## src/rtl/fetch_pkg.sv

```systemverilog
// Shared types and constants for the instruction fetch unit.
package fetch_pkg;

    typedef enum logic [1:0] {
        ISSUE    = 2'd0,
        WAIT_RSP = 2'd1,
        DRAIN    = 2'd2,
        HALT     = 2'd3
    } fetch_state_t;

    localparam int          PC_STEP          = 4;
    localparam logic [31:0] RESET_PC_DEFAULT = 32'h0000_0000;

endpackage

```

## src/rtl/fetch_buffer.sv

```systemverilog
// Small FIFO holding fetched {pc, instruction} pairs for decode; flush empties it
// and takes priority over a push on the same edge.
module fetch_buffer #(
    parameter int DEPTH = 2,
    parameter int WIDTH = 64
) (
    input  logic                     clk,
    input  logic                     rst,
    input  logic                     push,
    input  logic                     pop,
    input  logic                     flush,
    input  logic [WIDTH-1:0]         push_data,
    output logic [WIDTH-1:0]         head_data,
    output logic                     empty,
    output logic [$clog2(DEPTH):0]   count
);

    localparam int AW = $clog2(DEPTH);

    logic [WIDTH-1:0] mem_q [DEPTH];
    logic [AW-1:0]    wr_ptr_q;
    logic [AW-1:0]    rd_ptr_q;
    logic [AW:0]      count_q;
    logic             full;
    logic             do_push;
    logic             do_pop;

    assign full    = (count_q == (AW+1)'(DEPTH));
    assign empty   = (count_q == '0);
    assign do_pop  = pop && !empty;
    // A push into a full buffer is only allowed when the head leaves on the same edge.
    assign do_push = push && (!full || do_pop);

    always_ff @(posedge clk) begin
        if (rst || flush) begin
            wr_ptr_q <= '0;
            rd_ptr_q <= '0;
            count_q  <= '0;
        end else begin
            if (do_push) wr_ptr_q <= wr_ptr_q + 1'b1;
            if (do_pop)  rd_ptr_q <= rd_ptr_q + 1'b1;
            count_q <= count_q + (AW+1)'(do_push) - (AW+1)'(do_pop);
        end
    end

    always_ff @(posedge clk) begin
        if (do_push && !flush && !rst) mem_q[wr_ptr_q] <= push_data;
    end

    assign head_data = empty ? '0 : mem_q[rd_ptr_q];
    assign count     = count_q;

endmodule

```

## src/rtl/instr_fetch_unit.sv

```systemverilog
// Fetch stage: issues one instruction-memory read at a time for pc, returns PCNext to
// address_gen and buffers fetched words for decode. FETCH_MISALIGN_CHECK_EN enables misalign halt.
module instr_fetch_unit
    import fetch_pkg::*;
#(
    parameter int              XLEN      = 32,
    parameter int              BUF_DEPTH = 2,
    parameter logic [XLEN-1:0] RESET_PC  = XLEN'(RESET_PC_DEFAULT)
) (
    input  logic            clk,
    input  logic            rst,
    input  logic [XLEN-1:0] pc,
    output logic [XLEN-1:0] PCNext,
    input  logic            redirect,
    input  logic [XLEN-1:0] redirect_target,
    output logic            imem_req_valid,
    input  logic            imem_req_ready,
    output logic [XLEN-1:0] imem_addr,
    input  logic            imem_rsp_valid,
    input  logic [XLEN-1:0] imem_rsp_data,
    output logic            instr_valid,
    input  logic            instr_ready,
    output logic [XLEN-1:0] instr,
    output logic [XLEN-1:0] instr_pc
`ifdef FETCH_MISALIGN_CHECK_EN
    ,
    output logic            fetch_misalign
`endif
);

    localparam int CNT_W = $clog2(BUF_DEPTH) + 1;

    fetch_state_t      state_q, state_d;
    logic [XLEN-1:0]   req_pc_q, req_pc_d;
    logic [XLEN-1:0]   target_eff;
    logic              bad_target;
    logic              push;
    logic              pop;
    logic              buf_empty;
    logic [CNT_W-1:0]  buf_count;
    logic [CNT_W:0]    slots_used;
    logic              slot_free;
    logic              req_fire;
    logic [2*XLEN-1:0] head_data;

`ifdef FETCH_MISALIGN_CHECK_EN
    logic misalign_q, misalign_d;

    assign target_eff = redirect_target;
    assign bad_target = |redirect_target[1:0];
    assign misalign_d = redirect && bad_target && (state_q != HALT);

    always_ff @(posedge clk) begin
        if (rst) misalign_q <= 1'b0;
        else     misalign_q <= misalign_d;
    end

    assign fetch_misalign = misalign_q;
`else
    assign target_eff = redirect_target & ~XLEN'(3);
    assign bad_target = 1'b0;
`endif

    // The in-flight request occupies a slot so its response can always be pushed.
    assign slots_used = {1'b0, buf_count} + ((state_q == ISSUE) ? '0 : (CNT_W+1)'(1));
    assign slot_free  = (slots_used < (CNT_W+1)'(BUF_DEPTH));

    always_comb begin
        state_d        = state_q;
        req_pc_d       = req_pc_q;
        imem_req_valid = 1'b0;
        push           = 1'b0;
        if (state_q == ISSUE) imem_req_valid = slot_free && !redirect && !rst;
        req_fire = imem_req_valid && imem_req_ready;

        case (state_q)
            ISSUE: begin
                if (req_fire) begin
                    state_d  = WAIT_RSP;
                    req_pc_d = pc;
                end
            end
            WAIT_RSP: begin
                // A response arriving with a redirect is consumed here; the flush discards it.
                if (imem_rsp_valid) begin
                    push    = 1'b1;
                    state_d = ISSUE;
                end else if (redirect) begin
                    state_d = DRAIN;
                end
            end
            DRAIN: begin
                if (imem_rsp_valid) state_d = ISSUE;
            end
            HALT: state_d = HALT;
            default: state_d = ISSUE;
        endcase

        if (redirect && bad_target) state_d = HALT;

        if (rst)                                              PCNext = RESET_PC;
        else if (redirect && !bad_target && state_q != HALT)  PCNext = target_eff;
        else if (req_fire)                                    PCNext = pc + XLEN'(PC_STEP);
        else                                                  PCNext = pc;
    end

    always_ff @(posedge clk) begin
        if (rst) begin
            state_q  <= ISSUE;
            req_pc_q <= '0;
        end else begin
            state_q  <= state_d;
            req_pc_q <= req_pc_d;
        end
    end

    fetch_buffer #(
        .DEPTH (BUF_DEPTH),
        .WIDTH (2*XLEN)
    ) u_buffer (
        .clk       (clk),
        .rst       (rst),
        .push      (push),
        .pop       (pop),
        .flush     (redirect),
        .push_data ({req_pc_q, imem_rsp_data}),
        .head_data (head_data),
        .empty     (buf_empty),
        .count     (buf_count)
    );

    assign imem_addr   = pc;
    assign instr_valid = !buf_empty;
    assign pop         = instr_valid && instr_ready;
    assign instr       = head_data[XLEN-1:0];
    assign instr_pc    = head_data[2*XLEN-1:XLEN];

endmodule

```

## config.mk

```make
export PLATFORM = sky130hd
export DESIGN_NAME = instr_fetch_unit
export DESIGN_NICKNAME = d
export VERILOG_FILES = /design/src/rtl/fetch_pkg.sv /design/src/rtl/fetch_buffer.sv /design/src/rtl/instr_fetch_unit.sv
export SDC_FILE = /design/constraint.sdc
export NUM_CORES = 1
export LEC_CHECK = 0
export ABC_AREA = 1
export BUFFER_PORTS_ARGS = -buffer_cell sky130_fd_sc_hd__buf_4
export CAP_MARGIN = 20
export CORE_ASPECT_RATIO = 0.8
export CORE_UTILIZATION = 57
export DETAILED_ROUTE_END_ITERATION = 10
export PLACE_DENSITY = 0.86
export SLEW_MARGIN = 15
export SYNTH_ARGS = -nofsm -noshare
export SYNTH_HDL_FRONTEND = slang
export SYNTH_HIERARCHICAL = 1
export SYNTH_SLANG_ARGS = --single-unit
```

## constraint.sdc

```tcl
create_clock -name clk -period 13.2 [get_ports clk]
set_clock_uncertainty 0.2 [all_clocks]
set_input_delay 1.32 -clock clk [delete_from_list [all_inputs] [get_ports clk]]
set_output_delay 1.32 -clock clk [all_outputs]
set_load 0.01 [all_outputs]
```

==> summary.md <==
| Metric | Value |
|---|---|
| Post-Syn Instances | 912 |
| Dpl ws | 8010 ps |
| FFs w/ async S/R, synth | 0% |
| Register-to-Register Path Depth | 8 |
| TNS Setup | 0 ps |
| FF-to-FF End | req_pc_q[30] |
| Status | finished, final reports clean |
| Post CTS Setup Buffer Count | 0 |
| CTS sink cnt | 167 |
| Final wirelength | 20600 um |
| Worst-path fanout max | 49 |
| Total CTS buffers | 17 |
| Syn Area/Cell | 9.02 um2 |
| Placer Congestion | 0.940 |
| Pin count of the biggest net entering global routing | 66 |
| Drt wl/cell | 16.0 um |
| Top delay family on crit path | buffers and inverters |
| GRT Overall Usage | 27.8% |
| Antenna violations before repair | 0 |
| I/O pin count | 232 |
| Worst reg2reg path startpoint | state_q[1] |
| R2R setup slack | 10490 ps |
| 1st-iter DRT viols | 516 |
| Setup crit start | rst |
| Remaining DRCs | 0 |
| First-pass GRT wire length | 31200 um |
| Crit. path cell count | 9 |
| Sequential share of power | 46.8% |
| CTS clk-pin slew, worst paths | 60 ps |
| Number of global-route vias before repair | 6289 |
| Via/cell ratio | 5.33 |
| Crit Path Class | input port to output pin |
| Yosys warnings | 6 |
| Hold WC Path Type | flip-flop to flip-flop |
| DRT Pass-1 Iters | 5 |
| Unrepaired setup endpoints after global routing | false |
| Logic pwr share | 10.8% |
| Leakage power | 4.51 nW |
| Crit path cell chain | buf_4 -> nor2_4 -> nand3_4 -> inv_2 -> nand2_1 -> o21bai_1 -> nand2_1 -> a21oi_1 -> buf_4 |
| Hold buffers post-CTS | 0 |
| Root Driver | clkbuf_16 |
| Die Area | 14900 um2 |
| Sw Ratio | 21.6% |
| Cell Area, Synth | 8220 um2 |
| Nets@finish | 1203 |
| Arrival time at the worst endpoint | 3720 ps |
| Hold Violations, Final | 0 |
| Worst Max-Slew Pin Slew | 874 ps |
| Area of the multi-input gates | 2750 um2 |
| Critical Path RT | 11680 ps |
| Cell accounting for the most synthesized area | edfxtp_1 |
| FMAX | 0.191 GHz |
| Register area share after synthesis | 56.2% |
| Count of flip-flops with a built-in enable after synthesis | 128 |
| ANT cells | 0 |
| Synthesis-stage register bit count | 167 |
| FP Rows | 38 |
| Critical path buffer and inverter count | 3 |
| Max-cap violations | 0 |
| CP max stage cell | inv_2 |
| Worst IR drop on VDD | 0.0766 mV |
| Top-area cell type share of the netlist area | 46.7% |
| Starting density of the core | 59.4% |
| Area Growth Syn to Fin | 26.4% |
| Remaining antenna violation count after routing | 0 |
| Die width | 136 um |
| Count of final setup violators | 0 |
| PostCTS Resize Cnt | 0 |
| CP Launch Type | input port |
| Core area | 13800 um2 |
| Syn nets | 1021 |
| Fin. max-slew vios | 0 |
| Hpwl dp | 13700 um |
| Bufs on Longest Clock Path | 2 |
| Internal cell power | 0.000977 W |
| Top FF cell, synth | edfxtp_1 |
| Fill cell total of the finished layout | 1027 |
| DR vias | 6859 |
| Grt total ovfl | 0 |
| Cell variety after synth | 32 |
| Layout cell share with drive strength beyond 1 | 27.6% |
| Die H | 109 um |
| Clk network pwr share | 42.4% |
| Worst Setup End Kind | output pin |
| CTS tree | built |
| Smallest hold slack | 258 ps |
| Max stage delay on crit path | 770 ps |
| Top-count cell post-synth | nand2_1 |
| H-tree Lvls | 4 |
| Port bufs | 229 |
| Final setup margin | 7960 ps |
| Power Density | 120 nW/um2 |
| Post-layout min period | 5240 ps |
| Worst skew pair latency | 410 ps |
| Slew margin rel. | 41.7% |
| Final core utilization | 75.1% |
| Fin crit share | 39.7% |
| Net Switching | 0.000269 W |
| Top post-synthesis cells by area | edfxtp_1, nand2_1, dfxtp_1 |
| Register area | 4630 um2 |
| Setup crit end | PCNext[21] |
| Synth top cells by count | nand2_1, edfxtp_1, a21oi_1 |
final cells by class:
| type | instances | area share (%) |
|---|---|---|
| Clock buffer | 23 | 5.10 |
| Clock inverter | 9 | 1.29 |
| Timing Repair Buffer | 236 | 17.2 |
| Multi-Input combinational cell | 581 | 26.5 |
| Inverter | 91 | 3.29 |
| Sequential cell | 167 | 44.5 |
| Tap cell | 180 | 2.17 |
metrics by stage:
step,power (W),instance area [um2],std cells
floorplan,0.000663,8220,912
global placement,0.000724,9710,1254
detailed placement,0.000728,9710,1254
CTS,0.00125,10400,1286
finish,0.00125,10400,1287
global route,0.00129,10400,1287
registers in the layout, summed over array words and instances (netlist names), named ones only:
name / count
state_q: 2
req_pc_q: 32
u_buffer/mem_q: 128
u_buffer/count: 2
u_buffer/rd_ptr_q: 1
u_buffer/wr_ptr_q: 1
power by group through the flow:
| stage | clock, W | combinational [W] | sequential (W) |
|---|---|---|---|
| 2_1_floorplan | 0 | 0.0000710 | 0.000592 |
| 3_3_place_gp | 0 | 0.000132 | 0.000593 |
| 3_5_place_dp | 0 | 0.000134 | 0.000594 |
| 4_1_cts | 0.000535 | 0.000135 | 0.000583 |
| 5_1_grt | 0.000559 | 0.000149 | 0.000583 |
| 6_report | 0.000529 | 0.000135 | 0.000583 |
worst register-to-register path: cells and delay by family, from the launching register on:
| kind | cells | cell delay (ps) |
|---|---|---|
| AOI/OAI and AO/OA | 2 | 400 |
| and+or+nand+nor | 2 | 570 |
| buffers and inverters | 3 | 970 |
| DFF | 1 | 330 |
| adders and majority gates | 1 | 160 |
layout by cell type, fill, tap and decap left out, types with 5 or more instances in the layout:
| master | n |
|---|---|
| o211ai_1 | 7 |
| nand4_1 | 10 |
| nand3_1 | 52 |
| o21ai_0 | 35 |
| nor2_4 | 5 |
| a21oi_1 | 91 |
| a21oi_2 | 15 |
| edfxtp_1 | 128 |
| inv_1 | 87 |
| ha_1 | 7 |
| buf_4 | 235 |
| nor2_2 | 6 |
| nor2_1 | 50 |
| nand3b_1 | 8 |
| nand2_1 | 276 |
| dfxtp_1 | 38 |
| clkbuf_16 | 19 |
logic make-up after synthesis:
group,Yosys count,synth area share [%]
buf+inv,164,10.5
compound gates,155,10.6
simple gates,417,21.4
xor+xnor,2,0.213
fa+ha+maj,7,1.06
flops,167,56.2
per-layer routing:
metal	vias up	wire, um	track usage [%]
met5	-	0	0
met4	0	154	7.46
met3	14	1710	4.89
met2	316	10300	47.8
met1	3180	8500	36.4
li1	3349	-	-
how the worst min path moves through the flow:
| stage | from | to | slack (ps) | cells past startpoint |
|---|---|---|---|---|
| floorplan | req_pc_q[3] | u_buffer/mem_q[0][35] | 220 | 0 |
| global placement | req_pc_q[20] | u_buffer/mem_q[0][52] | 230 | 0 |
| detailed placement | req_pc_q[20] | u_buffer/mem_q[1][52] | 240 | 0 |
| CTS | req_pc_q[10] | u_buffer/mem_q[1][42] | 260 | 0 |
| global route | req_pc_q[5] | u_buffer/mem_q[1][37] | 270 | 0 |
| finish | req_pc_q[25] | u_buffer/mem_q[1][57] | 260 | 0 |
Power figures use the tool's default switching activity.
